### config.mk
export PLATFORM = sky130hd
export DESIGN_NAME = mem_wb_stage
export DESIGN_NICKNAME = d
export VERILOG_FILES = /design/src/rtl/mem_wb_stage_pkg.sv /design/src/rtl/mem_wb_stage_isa_decode.sv /design/src/rtl/mem_wb_stage.sv
export SDC_FILE = /design/constraint.sdc
export NUM_CORES = 1
export LEC_CHECK = 0
export CAP_MARGIN = 10
export CORE_ASPECT_RATIO = 0.6
export CORE_UTILIZATION = 47
export CTS_CLUSTER_DIAMETER = 150
export DETAILED_ROUTE_END_ITERATION = 10
export GPL_TIMING_DRIVEN = 0
export PLACE_DENSITY = 0.91
export SKIP_LAST_GASP = 1
export SLEW_MARGIN = 10
export SYNTH_ARGS = -nofsm -noshare
export SYNTH_HDL_FRONTEND = slang
export SYNTH_SLANG_ARGS = --single-unit
### constraint.sdc
create_clock -name CLK -period 4.2 [get_ports CLK]
set_input_delay 0.42 -clock CLK [delete_from_list [all_inputs] [get_ports CLK]]
set_output_delay 0.42 -clock CLK [all_outputs]
set_load 0.02 [all_outputs]
### src/rtl/mem_wb_stage_pkg.sv
// Shared definitions for the MEM/WB stage: FSM states, instruction field
// positions and the decoded-instruction record.
package mem_wb_stage_pkg;

  typedef enum logic [0:0] {
    S_IDLE = 1'b0,
    S_MEM  = 1'b1
  } state_e;

  localparam int RD_HI = 13;
  localparam int RD_LO = 11;
  localparam int RS_HI = 10;
  localparam int RS_LO = 8;

  typedef struct packed {
    logic is_ld;
    logic is_st;
    logic is_wb;
    logic is_br;
  } dec_t;

  function automatic logic [2:0] rd_field(input logic [15:0] ir);
    return ir[RD_HI:RD_LO];
  endfunction

endpackage

### src/rtl/mem_wb_stage_isa_decode.sv
// Combinational instruction classifier: maps an IR onto load/store,
// register write-back and branch classes; unmatched encodings decode as NOP.
module isa_decode
  import mem_wb_stage_pkg::*;
(
  input  logic [15:0] ir,
  output dec_t        dec
);

  logic st_s, ld_s, add_s, mul_s, li_s, b_s, bnz_s, bz_s, bge_s;

  assign st_s  = (ir[15:11] == 5'b00000) && (ir[4:0] == 5'b00000);
  assign ld_s  = (ir[15:14] == 2'b00) && (ir[7:0] == 8'b0000_0001);
  assign add_s = (ir[15:14] == 2'b00) && (ir[4:0] == 5'b00010);
  assign mul_s = (ir[15:14] == 2'b00) && (ir[4:0] == 5'b00011);
  assign li_s  = (ir[15:14] == 2'b01) && (ir[RS_HI:RS_LO] == 3'b000);
  assign b_s   = (ir[15:8] == 8'b1000_0000);
  assign bnz_s = (ir[15:11] == 5'b10001);
  assign bz_s  = (ir[15:11] == 5'b10010);
  assign bge_s = (ir[15:14] == 2'b11);

  // Priority chain: first matching class wins, ST ahead of LD.
  always_comb begin
    dec = 4'b0000;
    if (st_s) begin
      dec.is_st = 1'b1;
    end else if (ld_s) begin
      dec.is_ld = 1'b1;
    end else if (add_s || mul_s || li_s) begin
      dec.is_wb = 1'b1;
    end else if (b_s || bnz_s || bz_s || bge_s) begin
      dec.is_br = 1'b1;
    end else begin
      dec = 4'b0000;
    end
  end

endmodule

### src/rtl/mem_wb_stage.sv
// MEM/WB pipeline stage: retires ALU results to the register file, runs LD/ST
// through the data-memory handshake with timeout, and issues branch redirects.
module mem_wb_stage
  import mem_wb_stage_pkg::*;
#(
  parameter int DW          = 16,
  parameter int AW          = 16,
  parameter int MEM_TIMEOUT = 255
) (
  input  logic          CLK,
  input  logic          RSTN,
  input  logic          ex_valid,
  input  logic [15:0]   ex_ir,
  input  logic [DW-1:0] ex_q,
  input  logic [15:0]   ex_pc,
  input  logic [DW-1:0] ex_sr1,
  input  logic [DW-1:0] ex_sr2,
  output logic          ex_ready,
  output logic          dmem_req,
  output logic          dmem_we,
  output logic [AW-1:0] dmem_addr,
  output logic [DW-1:0] dmem_wdata,
  input  logic [DW-1:0] dmem_rdata,
  input  logic          dmem_ack,
  output logic          rf_we,
  output logic [2:0]    rf_waddr,
  output logic [DW-1:0] rf_wdata,
  output logic          redirect,
  output logic [15:0]   redirect_pc,
  output logic          mem_err
);

  localparam bit          TO_EN  = (MEM_TIMEOUT != 0);
  localparam logic [15:0] TO_VAL = 16'(MEM_TIMEOUT);

  dec_t          dec_s;
  state_e        state_r, state_nxt_s;
  logic [15:0]   cnt_r, cnt_nxt_s, cnt_inc_s;
  logic          ld_r, ld_nxt_s;
  logic [2:0]    rd_r, rd_nxt_s;
  logic          req_nxt_s, we_nxt_s, rf_we_nxt_s, redir_nxt_s, err_nxt_s;
  logic [AW-1:0] addr_nxt_s;
  logic [DW-1:0] wdata_nxt_s, rf_wdata_nxt_s;
  logic [2:0]    rf_waddr_nxt_s;
  logic [15:0]   rpc_nxt_s;

  isa_decode u_dec (.ir(ex_ir), .dec(dec_s));

  assign ex_ready  = (state_r == S_IDLE);
  assign cnt_inc_s = cnt_r + 16'd1;

  // Next-state and next-output logic; pulse outputs default low every cycle.
  always_comb begin
    state_nxt_s    = state_r;
    cnt_nxt_s      = cnt_r;
    ld_nxt_s       = ld_r;
    rd_nxt_s       = rd_r;
    req_nxt_s      = dmem_req;
    we_nxt_s       = dmem_we;
    addr_nxt_s     = dmem_addr;
    wdata_nxt_s    = dmem_wdata;
    rf_we_nxt_s    = 1'b0;
    rf_waddr_nxt_s = rf_waddr;
    rf_wdata_nxt_s = rf_wdata;
    redir_nxt_s    = 1'b0;
    rpc_nxt_s      = redirect_pc;
    err_nxt_s      = mem_err;
    case (state_r)
      S_IDLE: begin
        if (ex_valid) begin
          if (dec_s.is_ld || dec_s.is_st) begin
            state_nxt_s = S_MEM;
            cnt_nxt_s   = 16'd0;
            req_nxt_s   = 1'b1;
            we_nxt_s    = dec_s.is_st;
            addr_nxt_s  = ex_sr1[AW-1:0];
            wdata_nxt_s = ex_sr2;
            ld_nxt_s    = dec_s.is_ld;
            rd_nxt_s    = rd_field(ex_ir);
          end else if (dec_s.is_wb) begin
            rf_we_nxt_s    = 1'b1;
            rf_waddr_nxt_s = rd_field(ex_ir);
            rf_wdata_nxt_s = ex_q;
          end else if (dec_s.is_br && (ex_q[15:0] != ex_pc)) begin
            // Not-taken branches arrive with target equal to the sequential PC.
            redir_nxt_s = 1'b1;
            rpc_nxt_s   = ex_q[15:0];
          end else begin
            state_nxt_s = S_IDLE;
          end
        end else begin
          state_nxt_s = S_IDLE;
        end
      end
      S_MEM: begin
        cnt_nxt_s = cnt_inc_s;
        if (dmem_ack) begin
          state_nxt_s = S_IDLE;
          cnt_nxt_s   = 16'd0;
          req_nxt_s   = 1'b0;
          if (ld_r) begin
            rf_we_nxt_s    = 1'b1;
            rf_waddr_nxt_s = rd_r;
            rf_wdata_nxt_s = dmem_rdata;
          end else begin
            rf_we_nxt_s = 1'b0;
          end
        end else if (TO_EN && (cnt_inc_s == TO_VAL)) begin
          state_nxt_s = S_IDLE;
          cnt_nxt_s   = 16'd0;
          req_nxt_s   = 1'b0;
          err_nxt_s   = 1'b1;
        end else begin
          state_nxt_s = S_MEM;
        end
      end
      default: begin
        state_nxt_s = S_IDLE;
        cnt_nxt_s   = 16'd0;
        req_nxt_s   = 1'b0;
      end
    endcase
  end

  // State, counter and registered outputs; reset aborts any access in flight.
  always_ff @(posedge CLK or negedge RSTN) begin
    if (!RSTN) begin
      state_r     <= S_IDLE;
      cnt_r       <= 16'd0;
      ld_r        <= 1'b0;
      rd_r        <= 3'd0;
      dmem_req    <= 1'b0;
      dmem_we     <= 1'b0;
      dmem_addr   <= '0;
      dmem_wdata  <= '0;
      rf_we       <= 1'b0;
      rf_waddr    <= 3'd0;
      rf_wdata    <= '0;
      redirect    <= 1'b0;
      redirect_pc <= 16'd0;
      mem_err     <= 1'b0;
    end else begin
      state_r     <= state_nxt_s;
      cnt_r       <= cnt_nxt_s;
      ld_r        <= ld_nxt_s;
      rd_r        <= rd_nxt_s;
      dmem_req    <= req_nxt_s;
      dmem_we     <= we_nxt_s;
      dmem_addr   <= addr_nxt_s;
      dmem_wdata  <= wdata_nxt_s;
      rf_we       <= rf_we_nxt_s;
      rf_waddr    <= rf_waddr_nxt_s;
      rf_wdata    <= rf_wdata_nxt_s;
      redirect    <= redir_nxt_s;
      redirect_pc <= rpc_nxt_s;
      mem_err     <= err_nxt_s;
    end
  end

endmodule

Yosys cells after proc, flatten, opt, wreduce, memory -nomap -nowiden. Index checks and enable logic that the tools add are counted.

Register bits after elaboration: 93. Latch bits: 0. Memory bits (writable): 0. ROM bits: 0. Input port bits: 100. Output and inout bits: 73. Memories kept: 0.

$add $sub $neg: 1. Multipliers: 0. Divide/modulo/power cells: 0. Magnitude comparators: 0. Eq/ne operators: 17. Shift operators: 0. Mux-type cells: 46. Bitwise operators: 4. Reductions and logical operators: 22.

Operators by type and width (number): 16-bit two-way mux (9); 16-bit one-hot mux with 2 select lines (2); 1-bit two-way mux (24); 16-bit by 1-bit adder with 16-bit output, second input constant (1); 16-bit by 8-bit equality test with 1-bit output, second input constant (1); 16-bit inequality test (1); 3-bit two-way mux (5); 5-bit by 2-bit equality test with 1-bit output, second input constant (2); 5-bit equality test, second input constant (2); 5-bit zero test (2); 5-bit AND reduction (2); 3-bit AND reduction (3); 8-bit by 1-bit equality test with 1-bit output, second input constant (1); 8-bit equality test, second input constant (1); 1-bit logical AND (6); 1-bit logical OR (6); 2-bit by 1-bit inequality test with 1-bit output, second input constant (3); 2-bit inequality test, second input constant (3); 1-bit one-hot mux with 2 select lines (3); 3-bit one-hot mux with 2 select lines (1); 2-bit two-way mux (2); 1-bit NOT (4); 3-bit zero test (1); 3-bit by 2-bit inequality test with 1-bit output, second input constant (1); 4 further kinds (4).

Logic depth before layout (Yosys ltp).
Word-level depth: 14. Mapped depth: 9. Gate-level depth less buffers: 8.

Cells and area by module. A second synthesis with hierarchy kept.

Cell total of the unflattened synthesis: 399. Area total of the unflattened synthesis: 4466.8 µm².

By module, submodules not included: mem_wb_stage (instances 1, cells each 385, area each 4367.9 µm², sequential area each 2327.2 µm²); isa_decode (instances 1, cells each 14, area each 98.8 µm², sequential area each 0.0 µm²).

Worst setup path before layout. OpenSTA, ideal clock, no wires.

Path kind: register -> register. Start: register cnt_r[0]. End: register cnt_r[4]. Setup time: 0.124 ns. Arrival time: 2.170 ns. Required time: 4.076 ns. Path slack: 1.906 ns. Stages on the path, launching flop included: 10. Path buffers: 1. Path through: dfrtp_1 -> ha_1 -> nand4_2 -> nor4_1 -> nor3_1 -> or4_4 -> o21ai_2 -> buf_6 -> nor2_2 -> a211o_1.

Cells in the longest elaborated chain, start to end: 5.

RTL lines: from (decl) (RTL line mem_wb_stage.sv:38) `logic [15:0] cnt_r, cnt_nxt_s, cnt_inc_s;`; from (signal assigned) (RTL line mem_wb_stage.sv:144) `cnt_r <= cnt_nxt_s;`; 16-bit by 1-bit adder with 16-bit output * (RTL line mem_wb_stage.sv:50) `assign cnt_inc_s = cnt_r + 16'd1;`; 16-bit by 8-bit equality test with 1-bit output (RTL line mem_wb_stage.sv:108) `end else if (TO_EN && (cnt_inc_s == TO_VAL)) begin`; 16-bit two-way mux * (RTL line mem_wb_stage.sv:108); 16-bit two-way mux * (RTL line mem_wb_stage.sv:97) `if (dmem_ack) begin`; 16-bit one-hot mux with 2 select lines * (RTL line mem_wb_stage.sv:68) `case (state_r)`.

Every way passes the cells marked *; elsewhere a longest branch is shown, timed or not. A chain may end at the register's enable or synchronous reset.

Final worst setup path.
Start: register cnt_r[0]. End: register cnt_r[3].

The elaborated chain is that of the path after synthesis.

==> flow_summary.yaml <==
yosys:
  synth_area_leaders: "dfrtp_1 (53%), mux2_2 (11%), mux2i_1 (4.3%)"
  ys_seq_elements: 93
  ys.flop_type: "dfrtp_1"
  syn_inst: 386
  yosysSeqAreaShare: 0.5305
  synth_commonest_cells: "dfrtp_1 (93), mux2_2 (43), nand2_1 (40), o21ai_0 (29), mux2i_1 (19)"
  netlist_area_sq_um: 4387
  ys_types: 54
  avgSynthCellArea_sq_um: 11.36
  synthDominantCellAreaShare: 0.5305
  synth.most_common_cell: "dfrtp_1"
  synth_edf_count: 0
  ys_async_sr_fraction: 1.000
  yosys_warnings: 0
  yosys.area.top_type: "dfrtp_1"
  synth_nets: 488
floorplanning:
  io_pins: 173
  fp.dieW_um: 126.7
  fp-row-count: 26
  die_area_sq_um: 9737
  design.core.area_sq_um: 8783
  fp.dieH_um: 76.84
  start_util: 0.4994
final_layout:
  final_net_count: 672
  n_antenna_cell: 0
  area_growth_pct: 49.63
  drive_gt1_frac: 0.1443
cts:
  post-cts-setup-buffers: 0
  path_clk_slew_ps: 60
  htree_levels: 3
  ctsLongestPathBuffers: 2
  hold_buffers: 0
  cts_tree: "built"
  cts_resized: 0
  cts_buffers: 9
  clk_latency_ps: 330
  clkSinkCount: 93
  clock-root-buffer: "clkbuf_16"
critical_path:
  critPathArrivalTime_ps: 2900
  slowest_stage: "nor4_2"
  start_kind: "flip-flop"
  crit_type: "reg -> reg"
  cp_cell_sequence: "ha_1 > nand4_2 > nor4_2 > and3_1 > o2111ai_1 > o21ai_2 > buf_6 > nor2_2 > a211o_1"
  crit_fanout: 10
  critPathTopFamily: "simple AND/OR/NAND/NOR gates"
  cp-end-kind: "flip-flop"
  cp.required_ps: 4420
  path_buf_inv: 1
  max_stage_delay_ps: 530
timing:
  setup_ws_ps: 1522
  timing.fmax_ghz: 0.3734
  rsz0062_at_grt: "no"
  fin_skew_ps: 4.191
  post-route-period-util: 0.6377
  setup_viol: 0
  maxSlewHeadroom: 0.4369
  fin_crit_ps: 2678
  final_max_slew_viol_count: 0
  tightestPinTransition_ps: 840.7
  hold_viol: 0
route:
  wl_per_cell_um: 17.54
  ant_nets: 0
  avgViaCountPerCell: 5.413
  vias: 3719
  drtIter0Drc: 203
  wl_um: 12050
  post-route-drc-count: 0
  first_pass_iters: 4
status:
  status: "completed"
global_route:
  grt_pass1_wl_um: 19490
  first_global_vias: 3802
  grt_max_degree: 50
  track_usage: 0.2622
  grt_antenna_before_repair: 0
  grt_overflow: 0
power_and_ir_drop:
  vdd_drop_max_v: 0.0002105
  p_leak_nw: 2.802
  power_mw: 2.326
  power.density_nw_per_um2: 354.4
job:
  maxCapViolCount: 0
placed_design:
  dpl.hpwl_um: 9213
  pre_cts_slack_ps: 1186
  port_buffers: 172
  gp_congestion: 0.8750
worst_hold_path:
  hold_path_class: "in -> async"
## cells by family (layout without fill, tap and decap cells)
| kind of cell | Yosys count | count (layout) | share of synthesized area |
|---|---|---|---|
| XOR/XNOR | 19 | 19 | 0.03794 |
| adder cells (fa/ha/maj) | 2 | 2 | 0.005704 |
| multiplexers | 67 | 67 | 0.1666 |
| buffers and inverters | 28 | 217 | 0.02881 |
| flip-flops | 93 | 93 | 0.5305 |
| AND/OR/NAND/NOR | 111 | 111 | 0.1332 |
| AO/OA/AOI/OAI | 66 | 66 | 0.09726 |
## cell type report
type,count,area [sq um]
Clock inverter,2,16.27
Tap cell,112,140.1
Timing Repair Buffer,173,1747
Fill cell,581,2220
Multi-Input combinational cell,265,1933
Clock buffer,14,274.0
Buffer,23,107.6
Inverter,5,18.77
Sequential cell,93,2327
## final timing paths
path                        startpoint      endpoint  slack, ps  depth (start not counted)
hold reg to reg            rf_wdata[2]   rf_wdata[2]        480                          2
max in group asynchronous         RSTN  dmem_addr[9]       3460                          2
hold / removal                    RSTN  rf_wdata[10]         90                          1
setup / recovery              cnt_r[0]      cnt_r[3]       1520                          9
setup reg to reg              cnt_r[0]      cnt_r[3]       1520                          9
min in group CLK           rf_wdata[2]   rf_wdata[2]        480                          2
## metrics by stage
stage          utilization  std cells  cell area (sq um)  setup TNS (ps)  hold WS, ps
4_1_cts             0.7473        687               6564               0        103.1
2_1_floorplan            -        386               4387               0        124.4
5_1_grt             0.7473        687               6564               0        127.8
3_3_place_gp        0.7114        670               6248          -58840        464.3
3_5_place_dp        0.7142        671               6274               0        467.7
6_report            0.7473        687               6564               0        92.91
## power breakdown
group | switching (mW) | internal [mW] | leakage (nW) | total (mW)
Combinational | 0.236 | 0.283 | 1.43 | 0.519
Clock | 0.330 | 0.452 | 0.139 | 0.781
Sequential | 0.0455 | 0.981 | 1.24 | 1.03
## routing by layer
metal | vias up | wire (um) | GRT usage
met5 | - | 0 | 0
met3 | 12 | 1127 | 0.1075
met1 | 1791 | 5232 | 0.3239
li1 | 1756 | - | -
met4 | 0 | 172 | 0.08095
met2 | 160 | 5520 | 0.4215
## state kept, by name, summed over array words and instances (netlist names)
| name | count |
|---|---|
| cnt_r | 16 |
| dmem_addr | 16 |
| dmem_req | 1 |
| dmem_wdata | 16 |
| dmem_we | 1 |
| ld_r | 1 |
| mem_err | 1 |
| rd_r | 3 |
| redirect | 1 |
| redirect_pc | 16 |
| rf_waddr | 3 |
| rf_wdata | 16 |
| rf_we | 1 |
| state_r | 1 |
## layout by cell type, fill, tap and decap left out, drive strengths merged, types with 5 or more instances in the layout
cell type / count
dfrtp: 93
nand3: 8
o21ai: 31
nor2: 16
nor3: 9
nor4: 6
mux2i: 19
inv: 5
a21oi: 6
nand4: 10
mux2: 48
clkbuf: 27
buf: 12
xnor2: 18
clkdlybuf4s50: 171
nand2: 40
(Power assumes the default switching activity.)
